### src/rtl/sync_fifo.sv
// Small registered FIFO used as the event queue.
// The head word is read straight from a storage register, so rd_data carries no combinational path from push_data.
module sync_fifo #(
  parameter int W_DATA = 32,
  parameter int DEPTH  = 2
) (
  input  logic                        clk,
  input  logic                        rst,
  input  logic                        push,
  input  logic [W_DATA-1:0]           push_data,
  input  logic                        pop,
  output logic [W_DATA-1:0]           rd_data,
  output logic                        full,
  output logic                        empty,
  output logic [$clog2(DEPTH+1)-1:0]  level
);

  localparam int PW = (DEPTH > 1) ? $clog2(DEPTH) : 1;
  localparam int LW = $clog2(DEPTH + 1);
  localparam logic [PW-1:0] LAST_PTR = PW'(DEPTH - 1);
  localparam logic [LW-1:0] FULL_LVL = LW'(DEPTH);

  logic [W_DATA-1:0] mem_q [DEPTH];
  logic [PW-1:0]     wr_ptr_q, wr_ptr_d;
  logic [PW-1:0]     rd_ptr_q, rd_ptr_d;
  logic [LW-1:0]     level_q, level_d;
  logic              push_ok;
  logic              pop_ok;

  function automatic logic [PW-1:0] ptr_inc(input logic [PW-1:0] p);
    return (p == LAST_PTR) ? '0 : p + PW'(1);
  endfunction

  assign full    = (level_q == FULL_LVL);
  assign empty   = (level_q == '0);
  assign level   = level_q;
  assign rd_data = mem_q[rd_ptr_q];

  // A pop frees a slot on the same edge, so a push into a full queue is kept when it coincides with a pop.
  assign pop_ok  = pop && !empty;
  assign push_ok = push && (!full || pop_ok);

  always_comb begin
    wr_ptr_d = wr_ptr_q;
    rd_ptr_d = rd_ptr_q;
    level_d  = level_q;
    if (push_ok) wr_ptr_d = ptr_inc(wr_ptr_q);
    if (pop_ok)  rd_ptr_d = ptr_inc(rd_ptr_q);
    case ({push_ok, pop_ok})
      2'b10:   level_d = level_q + LW'(1);
      2'b01:   level_d = level_q - LW'(1);
      default: level_d = level_q;
    endcase
  end

  always_ff @(posedge clk or posedge rst) begin
    if (rst) begin
      for (int i = 0; i < DEPTH; i++) mem_q[i] <= '0;
      wr_ptr_q <= '0;
      rd_ptr_q <= '0;
      level_q  <= '0;
    end else begin
      if (push_ok) mem_q[wr_ptr_q] <= push_data;
      wr_ptr_q <= wr_ptr_d;
      rd_ptr_q <= rd_ptr_d;
      level_q  <= level_d;
    end
  end

endmodule

### src/rtl/stable_change_detect.sv
// Debounce-style filter: a word is accepted once it has been sampled STABLE_CYCLES+1 times in a row,
// and every accepted change is queued as an event for a downstream consumer.
//
// Handshake: an event transfers on a rising edge where out_valid && out_ready; out_valid never drops
// and out_data never changes while waiting for out_ready; out_ready without out_valid is ignored.
module stable_change_detect #(
  parameter int W_DATA        = 32,
  parameter int STABLE_CYCLES = 4
) (
  input  logic              clk,
  input  logic              rst,
  input  logic [W_DATA-1:0] in_data,
  output logic [W_DATA-1:0] current,
  output logic [W_DATA-1:0] out_data,
  output logic              out_valid,
  input  logic              out_ready,
  output logic              overflow,
  input  logic              overflow_clr
);

  localparam int CW         = $clog2(STABLE_CYCLES + 1);
  localparam int FIFO_DEPTH = 2;
  localparam int LVL_W      = $clog2(FIFO_DEPTH + 1);
  localparam logic [CW-1:0]    CNT_MAX  = CW'(STABLE_CYCLES);
  localparam logic [LVL_W-1:0] FULL_LVL = LVL_W'(FIFO_DEPTH);

  logic [W_DATA-1:0] in_q, in_d;
  logic [CW-1:0]     cnt_q, cnt_d;
  logic [W_DATA-1:0] current_q, current_d;
  logic              overflow_q, overflow_d;

  logic              accept;
  logic              pop;
  logic              drop;
  logic              fifo_full;
  logic              fifo_empty;
  logic [LVL_W-1:0]  fifo_level;

  // cnt counts how many samples after the first have matched in_q; saturation keeps a held value accepted once.
  always_comb begin
    in_d  = in_data;
    cnt_d = cnt_q;
    if (in_data != in_q) begin
      cnt_d = '0;
    end else if (cnt_q != CNT_MAX) begin
      cnt_d = cnt_q + CW'(1);
    end
  end

  assign accept = (cnt_q == CNT_MAX) && (in_q != current_q);
  assign pop    = out_ready && out_valid;
  assign drop   = accept && fifo_full && !pop;

  always_comb begin
    current_d  = current_q;
    overflow_d = overflow_q;
    if (accept)       current_d  = in_q;
    if (drop)         overflow_d = 1'b1;
    else if (overflow_clr) overflow_d = 1'b0;
  end

  always_ff @(posedge clk or posedge rst) begin
    if (rst) begin
      in_q       <= '0;
      cnt_q      <= '0;
      current_q  <= '0;
      overflow_q <= 1'b0;
    end else begin
      in_q       <= in_d;
      cnt_q      <= cnt_d;
      current_q  <= current_d;
      overflow_q <= overflow_d;
    end
  end

  sync_fifo #(
    .W_DATA (W_DATA),
    .DEPTH  (FIFO_DEPTH)
  ) u_event_q (
    .clk       (clk),
    .rst       (rst),
    .push      (accept),
    .push_data (in_q),
    .pop       (pop),
    .rd_data   (out_data),
    .full      (fifo_full),
    .empty     (fifo_empty),
    .level     (fifo_level)
  );

  assign out_valid = !fifo_empty;
  assign current   = current_q;
  assign overflow  = overflow_q;

  // Queue status flags must stay consistent with the occupancy count.
  always_ff @(posedge clk) begin
    if (!rst) begin
      assert (fifo_full == (fifo_level == FULL_LVL) && fifo_empty == (fifo_level == '0))
        else $error("event queue flags inconsistent with level");
    end
  end

endmodule
### config.mk
export PLATFORM = sky130hd
export DESIGN_NAME = stable_change_detect
export DESIGN_NICKNAME = d
export VERILOG_FILES = /design/src/rtl/sync_fifo.sv /design/src/rtl/stable_change_detect.sv
export SDC_FILE = /design/constraint.sdc
export NUM_CORES = 1
export LEC_CHECK = 0
export CORE_MARGIN = 2
export CORE_UTILIZATION = 48
export DETAILED_ROUTE_END_ITERATION = 7
export PLACE_DENSITY = 0.76
export SLEW_MARGIN = 30
export SYNTH_ARGS = -nofsm -noshare
export SYNTH_HDL_FRONTEND = slang
export SYNTH_SLANG_ARGS = --single-unit
### constraint.sdc
create_clock -name clk -period 5.3 [get_ports clk]
set_input_delay 1.59 -clock clk [delete_from_list [all_inputs] [get_ports clk]]
set_output_delay 1.59 -clock clk [all_outputs]
set_load 0.02 [all_outputs]
==> flow_results.org, run 1 <==
** Clocking
- Number of gates given a new drive strength after cts :: 0
- Source-to-sink clock delay at the later pin of the worst-skew pair :: 0.41 ns
- The clock passes through at most 2 buffers.
- CTS placed an instance of clkbuf_16 at the clock tree root.
- Hold-fix buffers, CTS :: 0
- Post-CTS Repair Setup Buffers :: 0
- After clock tree synthesis, the clock-pin slew on the worst setup and hold paths is 0.06 ns.
- The tree built by TritonCTS fans out to 136 sinks.
- The number of clock buffers added by TritonCTS is 17.
- Maximum level of the CTS H-tree :: 4
- Clock tree from TritonCTS :: yes

** Critical path
- Critical path fanouts, max :: 19
- Data arrival time of the critical path :: 2.46 ns
- Cell breakdown of the critical path :: buf_12 > mux2_2 > clkdlybuf4s50_1
- The worst setup path is launched from a flip-flop.
- The critical path contains buffers and inverters numbering 2 combined.
- The worst setup path is of the flip-flop to output port kind.
- Cell family with most CP delay :: flip-flops
- For this run, the slowest stage of the critical path takes 0.85 ns.
- STA puts the critical path data required time at 3.71 ns.
- CP Capture Type :: output port
- The slowest stage of the critical path is the dfrtp_1 cell.

** Logic synthesis
- Sorting the synthesized cells by how often they occur yields dfrtp_1 (136), mux2_2 (115), xnor2_1 (36).
- Yosys instantiated no cell more often than dfrtp_1.
- Counting distinct cell types in the post-synthesis netlist gives 25.
- Leading register cell type out of synthesis :: dfrtp_1
- After synthesis, the cell types taking the most area are dfrtp_1 (57%), mux2_2 (22%), xnor2_1 (5.3%).
- Number of storage elements in the synthesis netlist :: 136
- The Yosys step of the flow raised 0 warnings.
- Sequential area share after synthesis :: 57.4%
- Share of synthesized registers carrying an async set or reset :: 100%
- Library cell with the largest summed area after synthesis :: dfrtp_1
- Number of enable flip-flop cells after synthesis :: 0
- Top-area cell type share of the netlist area :: 57.4%
- Synthesis produced a netlist whose cell count is 396.
- Synthesized area divided by synthesized cell count :: 15.0 um2
- In this run the cell area of the synthesized design comes to 5930 um2.
- The number of nets handed over by synthesis was 435.

** Timing
- Final Hold Viols :: 0
- Setup repair after global routing missed its margin :: no
- Final hold slack :: 0.474 ns
- For the pin with the worst max-slew slack, the measured transition is 0.780 ns.
- Derived from the worst setup path, the maximum achievable clock frequency is 247 MHz.
- Dividing the final minimum period by the clock period gives 76.4%.
- Setup violations remaining at the end of the flow were counted as 0.
- Total count of max-transition violations in the final report :: 0
- Max-Slew Margin vs Limit :: 48.0%
- Setup total negative slack on the finished layout was measured at 0 ns.
- The clock period could shrink to 4.05 ns.
- Between clock sinks in the finished design, the worst skew comes to 0.00894 ns.

** Drt
- Via/cell ratio :: 5.27
- The final layout contains routed wiring with a total length of 13.2 mm.
- Routed WL per cell :: 19.8 um
- Detailed-router iteration count before antenna repair :: 4
- The routed layout has 3518 vias.
- In the routed design, unresolved DRC markers number 0.
- Violation count after the first detailed-route iteration :: 120
- Post-detailed-route count of antenna-violating nets :: 0

** Cells and area
- Cells with a size suffix above 1 make up 30.7% of the layout.
- Antenna diode count :: 0
- Once layout is complete, the cells apart from fillers number 668.
- Relative to the synthesized area, the layout overhead comes to 29.1%.
- Total number of nets in the final design :: 547

** Run status
- Run status :: completed

** Global route
- The number of global-route vias before repair was 3872.
- Overall overflow remaining after global route :: 0
- Entering global routing, the biggest net connects 60 pins.
- Overall Global Routing Usage :: 21.2%
- Wire length of the first global-routing pass :: 20.7 mm
- The number of antenna violations at the first check in global routing came to 0.

** Power
- Pwr/cell area :: 316 nW/um2
- In this run the static leakage power is 3.63 nW.
- Total power draw :: 2.42 mW
- IR analysis of the VDD net gives a maximum drop of 0.000223 V.

** Die
- The die is 115 um tall.
- Number of placed I/O pins :: 102
- Die Footprint :: 13300 um2
- The floorplan step set the die width to 115 um.
- The initial utilization of the core area, before any placement, comes to 49.3%.
- Row cnt :: 40
- The core region is 12000 um2.

** Run
- The tool flagged a number of max-cap violations equal to 0.

** Place
- After detailed placement, the design holds a cell count of 636.
- The count of buffers added on input and output ports is 101.
- Weighted congestion reported at the end of routability-driven placement :: 0.814
- The HPWL after detailed placement is 9.20 mm.

** Min path
- Type of the tightest min-delay check :: flip-flop to flip-flop
==> per-stage QoR <==
step | instance area (um2) | utilization [%] | setup slack (ns)
global placement | 7060 | 58.7 | 1.57
detailed placement | 7060 | 58.7 | 1.54
CTS | 7650 | 63.7 | 1.24
global route | 7650 | 63.7 | 1.19
floorplan | 5930 | - | 0.0705
finish | 7650 | 63.7 | 1.25
==> worst register-to-register path: cells and delay by family (launching register included) <==
kind | cells | cell delay [ns]
AOI/OAI and AO/OA | 1 | 0.64
and+or+nand+nor | 2 | 0.93
DFF | 1 | 0.45
muxes | 1 | 0.38
xor gates and xnor gates | 1 | 0.20
buffers and inverters | 1 | 0.39
==> cell type report <==
cell class	instances	area, um2
Clock buffer	19	443
Clock inverter	13	154
Fill cell	904	4360
Inverter	4	17.5
Multi-Input combinational cell	242	2380
Sequential cell	136	3400
Tap cell	147	184
Timing Repair Buffer	107	1070
==> kinds of logic after synthesis <==
kind of cell	share of synthesized area [%]
AOI/OAI and AO/OA	1.39
muxes	24.3
and+or+nand+nor	3.51
xor gates and xnor gates	10.3
buffers and inverters	2.36
DFF	57.4
adders and majority gates	0.634
==> routing by layer <==
layer	share of wire (%)	track usage (%)	vias to the layer above	routed length, um
li1	-	-	1607	-
met1	45	28.1	1809	5960
met2	49	34.2	88	6520
met3	4.1	5.80	14	549
met4	1.6	6.91	0	212
met5	0	0	-	0
==> registers in the layout (all words and copies together) (netlist names) <==
name and count:
current 32, in_q 32, cnt_q 3, overflow 1, u_event_q.mem_q 64, u_event_q.level 2, u_event_q.wr_ptr_q 1, u_event_q.rd_ptr_q 1
==> worst paths after layout <==
kind                                           startpoint                         endpoint  slack [ns]  cells past startpoint
max                        u_event_q.rd_ptr_q$_DFFE_PP0P_                     out_data[28]        1.25                      3
min                        u_event_q.level[1]$_DFFE_PP0P_   u_event_q.level[1]$_DFFE_PP0P_        0.47                      1
max reg2reg                             in_q[3]$_DFF_PP0_  u_event_q.mem_q[37]$_DFFE_PP0P_        2.19                      6
min reg2reg                u_event_q.level[1]$_DFFE_PP0P_   u_event_q.level[1]$_DFFE_PP0P_        0.47                      1
max in group asynchronous                             rst  u_event_q.mem_q[42]$_DFFE_PP0P_        2.60                      3
min in group asynchronous                             rst               in_q[28]$_DFF_PP0_        1.67                      2
==> cell usage in the layout, fill, tap and decap left out, drive strengths merged, types with 4 or more instances in the layout <==
master and count:
nand2 5, inv 4, clkinv 6, dfrtp 136, nor4 10, xor2 34, clkinvlp 4, buf 6
mux2 128, nand4 10, clkbuf 19, nor2 5, clkdlybuf4s50 101, xnor2 36
==> where the power goes <==
group | internal, mW | switching [mW] | total [mW]
combinational | 0.0763 | 0.0691 | 0.145
clock | 0.747 | 0.434 | 1.18
sequential | 1.05 | 0.0362 | 1.09
total | 1.88 | 0.539 | 2.42
Power figures use the tool's default switching activity.
==> inputs of run 2 (changes only) <==
- clock period: 5.3 -> 3.7 ns (I/O delays scaled with it)
==> run 2 against run 1 <==
Net effect: utilization rose by 0.083 points; register-to-register slack worse by 1.4 ns; largest power group unchanged; setup slack got worse by 0.68 ns; hold slack better by 0.014 ns; highest routed layer unchanged; sequential share of layout area decreased by 0.058 points; routed wire length down 3.8%.
==> flow_results.org, run 2 (synthesized netlist as in run 1, its figures left out) <==
** Timing
- Setup repair after global routing missed its margin: no (unchanged).
- Minimum setup slack in the final design :: 0.578 ns (was 1.25 ns)
- The clock skew came to 0.00744 ns (was 0.00894 ns).
- Tcrit/Tclk final :: 84.4%
- Derived from the worst setup path, the maximum achievable clock frequency is 320 MHz.
- The relative slew slack came to 50.7% (was 48.0%).
- The aggregate negative setup slack is 0 ns (unchanged).
- Clock period minus worst slack :: 3.12 ns
- Tightest Pin Transition :: 0.739 ns (was 0.780 ns)
- The number of setup violations in the final report is 0 (unchanged).
- Total count of max-transition violations in the final report :: 0 (unchanged)
- Final Hold Viols :: 0 (unchanged)

** Cells and area
- Antenna diode count :: 0 (unchanged)
- The number of nets in the layout is 547 (unchanged).
- Most common cell after layout, fill and taps aside :: dfrtp_1 (unchanged)
- The fraction of final layout cells sized beyond drive strength 1 came to 30.7% (unchanged).
- The largest register by flop count is u_event_q.mem_q (unchanged).
- The number of flip-flops in the largest register is 64 (unchanged).
- Most used cells in the layout excluding fill and tap cells :: dfrtp_1 (136), mux2_2 (115), clkdlybuf4s50_1 (101) (unchanged)
- Filler-free cell count of the finished design :: 668 (unchanged)
- The share of the core filled with cells in the final layout came to 63.8% (was 63.7%).
- The relative area change from synthesis to final layout is 29.3% (was 29.1%).

** Global route
- Wire length of the first global-routing pass :: 20.3 mm (was 20.7 mm)
- The aggregate global routing overflow was 0 (unchanged).
- The number of global-route vias before repair is 3845 (was 3872).
- The pin count of the biggest net entering global routing came to 137 (was 60).
- The number of antenna violations at the first check in global routing was 0 (unchanged).
- The overall track demand over capacity in global routing was 20.9% (was 21.2%).

** Die
- The area of the die came to 13300 um2 (unchanged).
- Horizontal extent of the die :: 115 um (unchanged)
- Number of placed I/O pins :: 102 (unchanged)
- The core footprint came to 12000 um2 (unchanged).
- The count of standard-cell rows was 40 (unchanged).
- The die height was 115 um (unchanged).
- Initial Utilization :: 49.3% (unchanged)

** Clocking
- Clock tree from TritonCTS :: yes (unchanged)
- Maximum buffer depth of the clock tree :: 2 (unchanged)
- Num Clock Sinks :: 136 (unchanged)
- The clock insertion delay at the later pin of the skew report was 0.42 ns (was 0.41 ns).
- The total setup buffers inserted after CTS is 0 (unchanged).
- Hold-fix buffers, CTS :: 0 (unchanged)
- Maximum level of the CTS H-tree :: 4 (unchanged)
- The total CTS buffers came to 17 (unchanged).
- The clock-pin slew of the registers on the worst-case setup and hold paths is 0.06 ns (about the same).
- The total of cells resized after clock tree synthesis is 0 (unchanged).
- CTS Root Cell :: clkbuf_16 (unchanged)

** Drt
- The routed wire length per instance is 19.1 um (was 19.8 um).
- The number of routed nets with antenna violations came to 0 (unchanged).
- Violation count after the first detailed-route iteration :: 220 (was 120)
- Via/cell ratio :: 5.29 (was 5.27)
- Via count :: 3537 (was 3518)
- Detailed-router iteration count before antenna repair :: 4 (unchanged)
- WL final :: 12.7 mm (was 13.2 mm)
- Number of DRC violations after detailed routing :: 0 (unchanged)

** Critical path
- The type of origin of the critical path is a flip-flop (unchanged).
- The data required time at the worst endpoint came to 2.59 ns (was 3.71 ns).
- Worst setup path category :: flip-flop to output port (unchanged)
- Critical path fanouts, max :: 17 (was 19)
- Data arrival time of the critical path :: 2.01 ns (was 2.46 ns)
- CP Capture Type :: output port (unchanged)
- The length in cells of the worst reg-to-reg path is 6 (unchanged).

** Power
- The cell-internal power came to 2.66 mW (was 1.88 mW).
- IR Drop Worst-Case VDD :: 0.000295 V (was 0.000223 V)
- The static leakage came to 3.63 nW (about the same).
- Part of the power in registers :: 45.1% (about the same)
- The clock group share of total power is 48.5% (was 48.9%).
- Relative contribution of combinational cells to total power :: 6.4% (was 6.0%)
- Pwr/cell area :: 447 nW/um2 (was 316 nW/um2)
- Switching power :: 768 uW (was 539 uW)
- Fraction of power spent switching nets :: 22.4% (was 22.3%)
- The sum of internal, switching and leakage power is 3.43 mW (was 2.42 mW).

** Place
- The post-placement setup slack was 0.524 ns (was 1.54 ns).
- Weighted congestion reported at the end of routability-driven placement :: 0.813 (was 0.814)
- Post-Place Cells :: 636 (unchanged)
- Detail Placement HPWL :: 8.62 mm (was 9.20 mm)
- The count of port buffers added during placement was 101 (unchanged).

** Min path
- The hold-critical path depth was 1 (unchanged).
- The worst min-delay path class was flip-flop to flip-flop (unchanged).

** Run
- The count of max-cap constraint violations is 0 (unchanged).

** Run status
- Run status :: completed (unchanged)
==> run 2: final cells by class <==
cell class | count | area (um2)
Fill cell | 943 | 4350
Clock inverter | 11 | 123
Multi-Input combinational cell | 242 | 2380
Inverter | 4 | 18.8
Clock buffer | 21 | 470
Timing Repair Buffer | 107 | 1080
Sequential cell | 136 | 3400
Tap cell | 147 | 184
==> run 2: path summary, 6_finish.rpt <==
path,from,end,slack [ns]
max,u_event_q.rd_ptr_q$_DFFE_PP0P_,out_data[14],0.58
min,u_event_q.level[1]$_DFFE_PP0P_,u_event_q.level[1]$_DFFE_PP0P_,0.49
max reg2reg,in_q[3]$_DFF_PP0_,u_event_q.mem_q[14]$_DFFE_PP0P_,0.81
min reg2reg,u_event_q.level[1]$_DFFE_PP0P_,u_event_q.level[1]$_DFFE_PP0P_,0.49
max in group asynchronous,rst,current[8]$_DFFE_PP0P_,1.90
min in group asynchronous,rst,current[12]$_DFFE_PP0P_,1.22
==> run 2: critical path, stage by stage (launching register included) <==
cell	delay, ns
dfrtp_1	0.35
buf_4	0.28
mux2_2	0.41
clkdlybuf4s50_1	0.54
==> run 2: power groups by stage <==
stage / Combinational (mW) / Clock, mW / Sequential (mW)
detailed placement: 0.223 / 0 / 1.57
finish: 0.219 / 1.66 / 1.55
global route: 0.239 / 1.76 / 1.55
global placement: 0.221 / 0 / 1.57
CTS: 0.224 / 1.69 / 1.55
floorplan: 0.130 / 0 / 1.56
==> run 2: per-stage QoR <==
| stage | instance area (um2) | hold WS, ns |
|---|---|---|
| after floorplan | 5930 | 0.448 |
| after global placement | 7070 | 0.465 |
| after detailed placement | 7070 | 0.480 |
| after CTS | 7660 | 0.491 |
| after global routing | 7660 | 0.511 |
| final | 7660 | 0.488 |
==> run 2: metal layers <==
layer,vias up,share of wire (%),track usage (%)
met5,-,0,0
met4,0,1.7,7.63
met3,15,3.8,6.06
met2,82,48,32.5
met1,1827,47,28.1
li1,1613,-,-
